### config.mk
export PLATFORM = sky130hd
export DESIGN_NAME = hilo_muldiv
export DESIGN_NICKNAME = d
export VERILOG_FILES = /design/src/rtl/hilo_pkg.sv /design/src/rtl/muldiv_iter.sv /design/src/rtl/hilo_muldiv.sv
export SDC_FILE = /design/constraint.sdc
export NUM_CORES = 1
export LEC_CHECK = 0
export CAP_MARGIN = 20
export CORE_ASPECT_RATIO = 1.4
export CORE_MARGIN = 5
export CORE_UTILIZATION = 40
export DETAILED_ROUTE_END_ITERATION = 7
export GPL_TIMING_DRIVEN = 0
export PLACE_DENSITY_LB_ADDON = 0.25
export SLEW_MARGIN = 20
export SYNTH_ARGS = -nofsm -noshare
export SYNTH_HDL_FRONTEND = slang
export SYNTH_SLANG_ARGS = --single-unit
### constraint.sdc
create_clock -name clk -period 9.48 [get_ports clk]
set_input_delay 1.422 -clock clk [delete_from_list [all_inputs] [get_ports clk]]
set_output_delay 1.422 -clock clk [all_outputs]
set_load 0.01 [all_outputs]
### src/rtl/hilo_pkg.sv
// Shared encodings for the HI/LO multiply-divide unit: operation codes,
// FSM states and small decode helpers used by the accept stage.
package hilo_pkg;

  typedef enum logic [3:0] {
    OP_NOP   = 4'd0,
    OP_MULT  = 4'd1,
    OP_MULTU = 4'd2,
    OP_DIV   = 4'd3,
    OP_DIVU  = 4'd4,
    OP_MADD  = 4'd5,
    OP_MADDU = 4'd6,
    OP_MSUB  = 4'd7,
    OP_MSUBU = 4'd8,
    OP_MTHI  = 4'd9,
    OP_MTLO  = 4'd10
  } op_e;

  typedef enum logic [1:0] {
    ST_IDLE = 2'd0,
    ST_CALC = 2'd1,
    ST_FIN  = 2'd2
  } state_e;

  // Operations that run through the iterative datapath.
  function automatic logic is_iter_op(logic [3:0] op);
    case (op)
      OP_MULT, OP_MULTU, OP_DIV, OP_DIVU,
      OP_MADD, OP_MADDU, OP_MSUB, OP_MSUBU: return 1'b1;
      default:                              return 1'b0;
    endcase
  endfunction

  function automatic logic is_signed_op(logic [3:0] op);
    case (op)
      OP_MULT, OP_DIV, OP_MADD, OP_MSUB: return 1'b1;
      default:                           return 1'b0;
    endcase
  endfunction

  function automatic logic is_div_op(logic [3:0] op);
    return (op == OP_DIV) || (op == OP_DIVU);
  endfunction

endpackage

### src/rtl/muldiv_iter.sv
// One-bit-per-cycle unsigned core: shift-add multiply or restoring divide.
// Multiply leaves the product in {hi,lo}; divide leaves remainder in hi, quotient in lo.
module muldiv_iter #(
  parameter int WIDTH = 32
) (
  input  logic             clk,
  input  logic             rst,
  input  logic             load_i,
  input  logic             step_i,
  input  logic             div_i,
  input  logic [WIDTH-1:0] a_i,
  input  logic [WIDTH-1:0] b_i,
  output logic [WIDTH-1:0] hi_o,
  output logic [WIDTH-1:0] lo_o
);

  logic [WIDTH:0]   hi_q, hi_d;
  logic [WIDTH-1:0] lo_q, lo_d;
  logic [WIDTH-1:0] b_q;
  logic [WIDTH:0]   sum, rs, diff;

  assign sum  = hi_q + (lo_q[0] ? {1'b0, b_q} : '0);
  assign rs   = {hi_q[WIDTH-1:0], lo_q[WIDTH-1]};
  // MSB of diff set means the trial subtraction borrowed, so restore.
  assign diff = rs - {1'b0, b_q};

  always_comb begin
    // NOTE: defaults first so every path assigns hi_d/lo_d and no latch is inferred.
    hi_d = hi_q;
    lo_d = lo_q;
    if (load_i) begin
      hi_d = '0;
      lo_d = a_i;
    end else if (step_i) begin
      if (div_i) begin
        if (!diff[WIDTH]) begin
          hi_d = diff;
          lo_d = {lo_q[WIDTH-2:0], 1'b1};
        end else begin
          hi_d = rs;
          lo_d = {lo_q[WIDTH-2:0], 1'b0};
        end
      end else begin
        hi_d = {1'b0, sum[WIDTH:1]};
        lo_d = {sum[0], lo_q[WIDTH-1:1]};
      end
    end
  end

  always_ff @(posedge clk) begin
    // NOTE: working registers are reset too, so no X can leak into HI/LO later.
    if (rst) begin
      hi_q <= '0;
      lo_q <= '0;
      b_q  <= '0;
    end else begin
      hi_q <= hi_d;
      lo_q <= lo_d;
      if (load_i) b_q <= b_i;
    end
  end

  assign hi_o = hi_q[WIDTH-1:0];
  assign lo_o = lo_q;

endmodule

### src/rtl/hilo_muldiv.sv
// HI/LO multiply/divide unit: accepts one request at a time, runs WIDTH
// iteration cycles plus a FIN cycle for sign fix-up, accumulate and HI/LO write.
module hilo_muldiv
  import hilo_pkg::*;
#(
  parameter int WIDTH = 32
) (
  input  logic             clk,
  input  logic             rst,
  input  logic             Start,
  input  logic [3:0]       Op,
  input  logic [WIDTH-1:0] SrcA,
  input  logic [WIDTH-1:0] SrcB,
  input  logic             Flush,
  output logic [WIDTH-1:0] HiOut,
  output logic [WIDTH-1:0] LoOut,
  output logic             Busy,
  output logic             Done
);

  localparam int CW = $clog2(WIDTH);

  state_e           state_q;
  logic [CW-1:0]    cnt_q;
  logic [3:0]       op_q;
  logic             neg_q, neg_rem_q, div_zero_q;
  logic [WIDTH-1:0] a_q;
  logic [WIDTH-1:0] hi_q, lo_q;
  logic             busy_q, done_q;

  logic             neg_a, neg_b, load;
  logic [WIDTH-1:0] a_mag, b_mag, iter_hi, iter_lo;
  logic [WIDTH-1:0] quot, rem;
  logic [2*WIDTH-1:0] prod_mag, prod, acc, fin_res;

  assign neg_a = is_signed_op(Op) && SrcA[WIDTH-1];
  assign neg_b = is_signed_op(Op) && SrcB[WIDTH-1];
  assign a_mag = neg_a ? -SrcA : SrcA;
  assign b_mag = neg_b ? -SrcB : SrcB;
  assign load  = !rst && !Flush && (state_q == ST_IDLE) && Start && is_iter_op(Op);

  muldiv_iter #(.WIDTH(WIDTH)) u_iter (
    .clk    (clk),
    .rst    (rst),
    .load_i (load),
    .step_i (state_q == ST_CALC),
    .div_i  (is_div_op(op_q)),
    .a_i    (a_mag),
    .b_i    (b_mag),
    .hi_o   (iter_hi),
    .lo_o   (iter_lo)
  );

  // Accumulating ops read the live {HI,LO} in FIN, not a copy from acceptance.
  always_comb begin
    prod_mag = {iter_hi, iter_lo};
    prod     = neg_q ? -prod_mag : prod_mag;
    acc      = {hi_q, lo_q};
    quot     = neg_q ? -iter_lo : iter_lo;
    rem      = neg_rem_q ? -iter_hi : iter_hi;
    case (op_q)
      OP_MADD, OP_MADDU: fin_res = acc + prod;
      OP_MSUB, OP_MSUBU: fin_res = acc - prod;
      OP_DIV, OP_DIVU:   fin_res = div_zero_q ? {a_q, {WIDTH{1'b1}}} : {rem, quot};
      default:           fin_res = prod;
    endcase
  end

  always_ff @(posedge clk) begin
    if (rst) begin
      state_q    <= ST_IDLE;
      cnt_q      <= '0;
      op_q       <= OP_NOP;
      neg_q      <= 1'b0;
      neg_rem_q  <= 1'b0;
      div_zero_q <= 1'b0;
      a_q        <= '0;
      hi_q       <= '0;
      lo_q       <= '0;
      busy_q     <= 1'b0;
      done_q     <= 1'b0;
    end else begin
      // NOTE: non-blocking assignments so every register samples pre-edge values.
      done_q <= 1'b0;
      if (Flush) begin
        state_q <= ST_IDLE;
        busy_q  <= 1'b0;
      end else begin
        case (state_q)
          ST_IDLE: begin
            if (Start) begin
              case (Op)
                OP_MTHI: begin
                  hi_q   <= SrcA;
                  done_q <= 1'b1;
                end
                OP_MTLO: begin
                  lo_q   <= SrcA;
                  done_q <= 1'b1;
                end
                default: begin
                  if (is_iter_op(Op)) begin
                    state_q    <= ST_CALC;
                    busy_q     <= 1'b1;
                    cnt_q      <= '0;
                    op_q       <= Op;
                    neg_q      <= neg_a ^ neg_b;
                    neg_rem_q  <= neg_a;
                    div_zero_q <= (SrcB == '0);
                    a_q        <= SrcA;
                  end
                end
              endcase
            end
          end
          ST_CALC: begin
            cnt_q <= cnt_q + 1'b1;
            if (cnt_q == CW'(WIDTH - 1)) state_q <= ST_FIN;
          end
          ST_FIN: begin
            hi_q    <= fin_res[2*WIDTH-1:WIDTH];
            lo_q    <= fin_res[WIDTH-1:0];
            done_q  <= 1'b1;
            busy_q  <= 1'b0;
            state_q <= ST_IDLE;
          end
          default: begin
            state_q <= ST_IDLE;
            busy_q  <= 1'b0;
          end
        endcase
      end
    end
  end

  assign HiOut = hi_q;
  assign LoOut = lo_q;
  assign Busy  = busy_q;
  assign Done  = done_q;

endmodule

# After elaboration in Yosys (flattened, before gate mapping)

Memory sizes are Yosys's and may differ from the RTL's.
Cells that the tools add are included.

Add/subtract/negate cells: 10
Eq/ne operators: 21
Multiplexer cells: 42
Bitwise gates (word level): 4
Reductions and logical operators: 27

Operators by type and width:

| operator                                            | number |
|---|---|
| 2-to-1 mux 32 bit                                   | 12 |
| one-hot mux 64 bit (3 select lines)                 | 1 |
| 2-to-1 mux 64 bit                                   | 2 |
| negation 32 bit                                     | 4 |
| one-hot mux 32 bit (2 select lines)                 | 2 |
| 2-to-1 mux 33 bit                                   | 2 |
| adder 64 bit                                        | 1 |
| negation 64 bit                                     | 1 |
| subtractor 64 bit                                   | 1 |
| adder 33 bit                                        | 1 |
| subtractor 33 x 32 -> 33 bit                        | 1 |
| zero test 32 bit                                    | 1 |
| equality test 4 x 3 -> 1 bit, second input constant | 6 |
| AND reduction 4 bit                                 | 4 |
| 2-to-1 mux 5 bit                                    | 3 |
| equality test 4 bit, second input constant          | 3 |
| 2-to-1 mux 1 bit                                    | 12 |
| OR reduction 2 bit                                  | 6 |
| one-hot mux 5 bit (2 select lines)                  | 1 |
| AND reduction 5 bit                                 | 2 |
| equality test 4 x 2 -> 1 bit, second input constant | 2 |
| 2-to-1 mux 2 bit                                    | 4 |
| logical AND 1 bit                                   | 6 |
| != test 2 x 1 -> 1 bit, second input constant       | 3 |
| 15 further kinds                                    | 23 |

Register bits: 209
Memory bits (read-only): 32
Input bits: 72
Output and inout bits: 66
Logic and storage cells: 120
Memories: 2

Memory list:

| memory           | words | width | read ports | clocked after memory_dff | write ports | RTL line       | source |
|---|---|---|---|---|---|---|---|
| (name not given) | 16    | 1     | 1          | 0                        | 0           | hilo_pkg.sv:27 | `case (op)` |
| (name not given) | 16    | 1     | 1          | 0                        | 0           | hilo_pkg.sv:27 |  |

# Depth between registers and ports, before layout

Depth in word-level cells: 11
Gate-level depth with buffers: 29

# Cells and area by module

A second synthesis with hierarchy kept.

Cells, all modules: 3252
Area total of the unflattened synthesis: 23401.2 um^2

Modules (own cells, without submodules):

| module      | instances | cells an instance | area an instance (um^2) |
|---|---|---|---|
| hilo_muldiv | 1         | 2124              | 14641.5 |
| muldiv_iter | 1         | 1128              | 8759.7 |

# Least setup slack after synthesis

Ideal clock, no wire load.

Path type: reg-to-reg
Start: reg u_iter.lo_q[0], in the netlist u_iter.lo_o[0]
End: reg hi_q[30], in the netlist HiOut[30]
Library setup time: 0.122 ns
Arrival: 6.189 ns
Data required time: 9.358 ns
Path slack: 3.170 ns
Stages on the path, launching flop included: 30
Path buffers: 4
Clock period less this slack: 6.310 ns
Cell sequence: dfxtp_1 > clkbuf_1 > inv_1 > clkbuf_1 > ha_1 > nor4b_4 > nand2_1 > clkbuf_1 > o41ai_2 > xor2_1 > nand4b_1 > nor3_1 > nand2_1 > nor3_1 > nor2b_1 > a21oi_1 > xor2_1 > ha_1 > clkbuf_1 > a21o_1 > a21o_1 > a21oi_1 > o21a_1 > o21ai_0 > a21o_1 > a21oi_1 > o22ai_1 > o221ai_1 > mux2i_1 > a221o_1

Word-level cells in the longest chain between the ends: 5

RTL lines:

| item                                                     | RTL line                             | source |
|---|---|---|
| from (decl)                                              | muldiv_iter.sv:18                    | `logic [WIDTH-1:0] lo_q, lo_d;` |
| from (signal assigned)                                   | muldiv_iter.sv:58                    | `lo_q <= lo_d;` |
| negation 64 bit                                          | hilo_muldiv.sv:57                    | `prod = neg_q ? -prod_mag : prod_mag;` |
| 2-to-1 mux 64 bit *                                      | hilo_muldiv.sv:57                    |  |
| subtractor 64 bit / adder 64 bit (equally long branches) | hilo_muldiv.sv:63, hilo_muldiv.sv:62 |  |
| one-hot mux 64 bit (3 select lines) *                    | hilo_muldiv.sv:61                    | `case (op_q)` |
| one-hot mux 32 bit (2 select lines) *                    | hilo_muldiv.sv:89                    | `case (state_q)` |
| to (signal assigned)                                     | hilo_muldiv.sv:94                    | `hi_q <= SrcA;` |
| to (signal assigned)                                     | hilo_muldiv.sv:121                   | `hi_q <= fin_res[2*WIDTH-1:WIDTH];` |
| to (decl)                                                | hilo_muldiv.sv:28                    | `logic [WIDTH-1:0] hi_q, lo_q;` |

Every way passes the cells marked *; elsewhere a longest branch is shown, timed or not.
A chain may end at the register's enable or synchronous reset.

# Worst setup path after layout

Start: reg neg_q
End: reg hi_q[21], in the netlist HiOut[21]

Word-level cells in the longest chain between the ends: 4

RTL lines:

| item                                                     | RTL line                             | source |
|---|---|---|
| from (decl)                                              | hilo_muldiv.sv:26                    | `logic neg_q, neg_rem_q, div_zero_q;` |
| from (signal assigned)                                   | hilo_muldiv.sv:107                   | `neg_q <= neg_a ^ neg_b;` |
| 2-to-1 mux 64 bit *                                      | hilo_muldiv.sv:57                    |  |
| subtractor 64 bit / adder 64 bit (equally long branches) | hilo_muldiv.sv:63, hilo_muldiv.sv:62 |  |
| one-hot mux 64 bit (3 select lines) *                    | hilo_muldiv.sv:61                    |  |
| one-hot mux 32 bit (2 select lines) *                    | hilo_muldiv.sv:89                    |  |

Marks and branches as above.

==> impl_metrics.ini <==
[cts]
clock-sinks = 209
clock_latency_ns = 0.59
cts_hold_buf = 0
cts_max_level = 1
ctsRootBufferMaster = clkbuf_16
postCtsSetupBuffers = 0
clockBufferDepth = 3
clk_pin_slew_worst_paths_ns = 0.07
cts-resized-gates = 0
cts_tree = yes
cts_buffers = 28

[floorplan]
die_height_um = 290
io_pins = 138
rows = 102
initial_core_util_pct = 40.4
core_area_um2 = 55400
die_w_um = 210
dieArea_um2 = 60800

[worst_setup_path]
path_cells = clkbuf_1, clkbuf_1, buf_1, clkbuf_1, clkbuf_1, clkbuf_1, nand2_1, xnor2_1, o21ai_0, xnor2_1, ha_1, o211ai_1, a2111oi_0, o31ai_1, a2111oi_1, clkdlybuf4s18_2, nor2_1, o21bai_1, a21oi_1, o31a_1, xnor2_1, a21oi_1, nor4_1
r2r-end = HiOut[21]
cp_common_cell = clkbuf_1
crit_fanout = 10
path_buf_inv = 7
crit_path_end = HiOut[21]
cp.arrival_ns = 9.27
worst-path-stages = 23
critPathTopFamily = buffers and inverters
worstSetupEndpointType = flop
rr_startpoint = neg_q
r2r_cells = 23
crit_start = neg_q
startpoint_type = flop
cp.required_ns = 9.93
reg2reg_slack_ns = 0.66
cp_slowest_cell = clkbuf_1
max_stage_delay_ns = 0.65
critical_path_class = reg -> reg

[timing]
finClkSkew_ns = 0.0146
finalWorstSetupSlack_ns = 0.661
setup_violations = 0
min_period_ns = 8.82
period_share_pct = 93.0
worst_slew_margin_rel_pct = 19.2
hold_violations = 0
tightest_slew_ns = 1.20
slew_viol_final = 0
fmax_mhz = 113
rsz0062_at_grt = false

[detailed_routing]
num_vias = 25700
drt-pass1-iter-count = 8
drt-initial-drc-count = 2756
totalWireLength_mm = 108
wire_per_inst_um = 26.2
routed_via_density = 6.24
final_antenna_net_count = 0
drc = 0

[synthesis]
synth_seq_area_share_pct = 18.7
syn_nets = 3415
syn_avg_cell_area_um2 = 6.98
synth_cell_types = 88
ys_async_sr_fraction_pct = 0
ys_seq_elements = 209
synth_edf_count = 0
syn_inst = 3205
yosysWarnings = 0
syn_area_um2 = 22400
synthFlopType = dfxtp_1

[grt]
grt_use_total_pct = 33.7
antenna_found_initial = 1
grt_max_degree = 14
grt_pass1_vias = 24400
grt-ovfl-total = 0
grt_first_pass_wirelength_mm = 156

[final_layout]
instances_no_fill = 4123
design_area_um2 = 25600
area_growth_pct = 14.5
final_common_cell = nand2_1
utilization_pct = 46.2
final_cell_mix = nand2_1 (368), a21oi_1 (344), nor2_1 (320)
num-nets-final = 3583
drive_above_1_share_pct = 3.27

[power_and_ir_drop]
power_w = 0.00343
power.leakage_nw = 9.55
max-vdd-ir-drop_uv = 130
power.density_nw_per_um2 = 134

[placement]
post-place-ws_ns = 0.701
gp_congestion = 1.05
dpl-instance-area_um2 = 24600
dp_hpwl_mm = 86.7
dp.cells = 4069
portBuffers = 134

[hold_path]
min_path_type = reg -> reg

[run]
cap_violations = 0

[run_status]
outcome = finished clean
kinds of logic (layout without fill, tap and decap cells):
family          count (synthesis)  count (layout)  synth area share [%]
fa+ha+maj                     138             138                  7.82
xor+xnor                      321             321                  12.6
flops                         209             209                  18.7
compound gates               1046            1046                  30.1
buf+inv                       345             534                  5.96
other cells                     0               1                     0
simple gates                 1121            1121                  23.7
mux                            25              25                  1.14
routing by layer:
layer,track usage (%),part of all wire (%),vias to the layer above
met2,56.6,45,1378
met5,0,0,-
met1,37.5,36,12000
met4,28.6,11,0
li1,-,-,11900
met3,4.79,8.1,438
how the worst min path moves through the flow:
stage | start | endpoint | cells past startpoint
6_report | a_q[8] | a_q[8] | 2
5_1_grt | a_q[8] | a_q[8] | 2
4_1_cts | a_q[11] | a_q[11] | 2
3_5_place_dp | a_q[11] | a_q[11] | 2
3_3_place_gp | a_q[11] | a_q[11] | 2
2_1_floorplan | a_q[28] | a_q[28] | 2
cell usage after synthesis, types with 32 or more instances:
library cell | instances | area [um2]
a211oi_1 | 111 | 833
a21o_1 | 56 | 420
a21oi_1 | 344 | 1720
a31oi_1 | 45 | 282
clkbuf_1 | 219 | 822
dfxtp_1 | 209 | 4180
ha_1 | 135 | 1690
inv_1 | 98 | 368
nand2_1 | 368 | 1380
nand2b_1 | 36 | 225
nand3_1 | 60 | 300
nand4_1 | 43 | 269
nor2_1 | 320 | 1200
nor3_1 | 97 | 485
o21ai_0 | 185 | 926
o31ai_1 | 33 | 248
o41ai_1 | 32 | 280
or3_1 | 40 | 250
xnor2_1 | 163 | 1430
xor2_1 | 158 | 1380
registers in the layout, indices dropped and copies added, names as in the netlist, 2 cells and up:
signal	flops
cnt_q	5
state_q	2
a_q	32
HiOut	32
op_q	4
u_iter.hi_q	33
u_iter.lo_o	32
LoOut	32
u_iter.b_q	32
area by class of cell:
| type | instances | area (um2) |
|---|---|---|
| diodes | 1 | 2.50 |
| plain buffers | 245 | 961 |
| clock buffers | 37 | 796 |
| clock inverters | 14 | 131 |
| fillers | 6003 | 29800 |
| inverters | 100 | 375 |
| multi-input cells | 2651 | 16800 |
| flip-flops and latches | 209 | 4180 |
| well taps | 728 | 911 |
| repair buffers | 138 | 1390 |
worst reg2reg max path: stages (launching register included):
cell             delay (ns)
dfxtp_1                0.34
clkbuf_1               0.42
clkbuf_1               0.56
buf_1                  0.57
clkbuf_1               0.62
clkbuf_1               0.64
clkbuf_1               0.65
nand2_1                0.14
xnor2_1                0.43
o21ai_0                0.17
xnor2_1                0.20
ha_1                   0.44
o211ai_1               0.17
a2111oi_0              0.47
o31ai_1                0.24
a2111oi_1              0.44
clkdlybuf4s18_2        0.34
nor2_1                 0.10
o21bai_1               0.32
a21oi_1                0.28
o31a_1                 0.45
xnor2_1                0.18
a21oi_1                0.09
nor4_1                 0.42
metrics by stage:
stage               TNS (ns)  hold WS (ns)
floorplan                  0         0.431
global placement      -0.631         0.443
detailed placement         0         0.447
CTS                        0         0.455
global route               0         0.471
finish                     0         0.455
power breakdown:
part / total (W) / internal (W) / leakage (nW) / switching [W]
Combinational: 0.00138 / 0.000459 / 7.40 / 0.000925
Sequential: 0.000928 / 0.000904 / 1.69 / 0.0000243
Clock: 0.00112 / 0.000642 / 0.461 / 0.000475
Total: 0.00343 / 0.00201 / 9.55 / 0.00142
No activity file was read; power rests on OpenSTA's default activity.
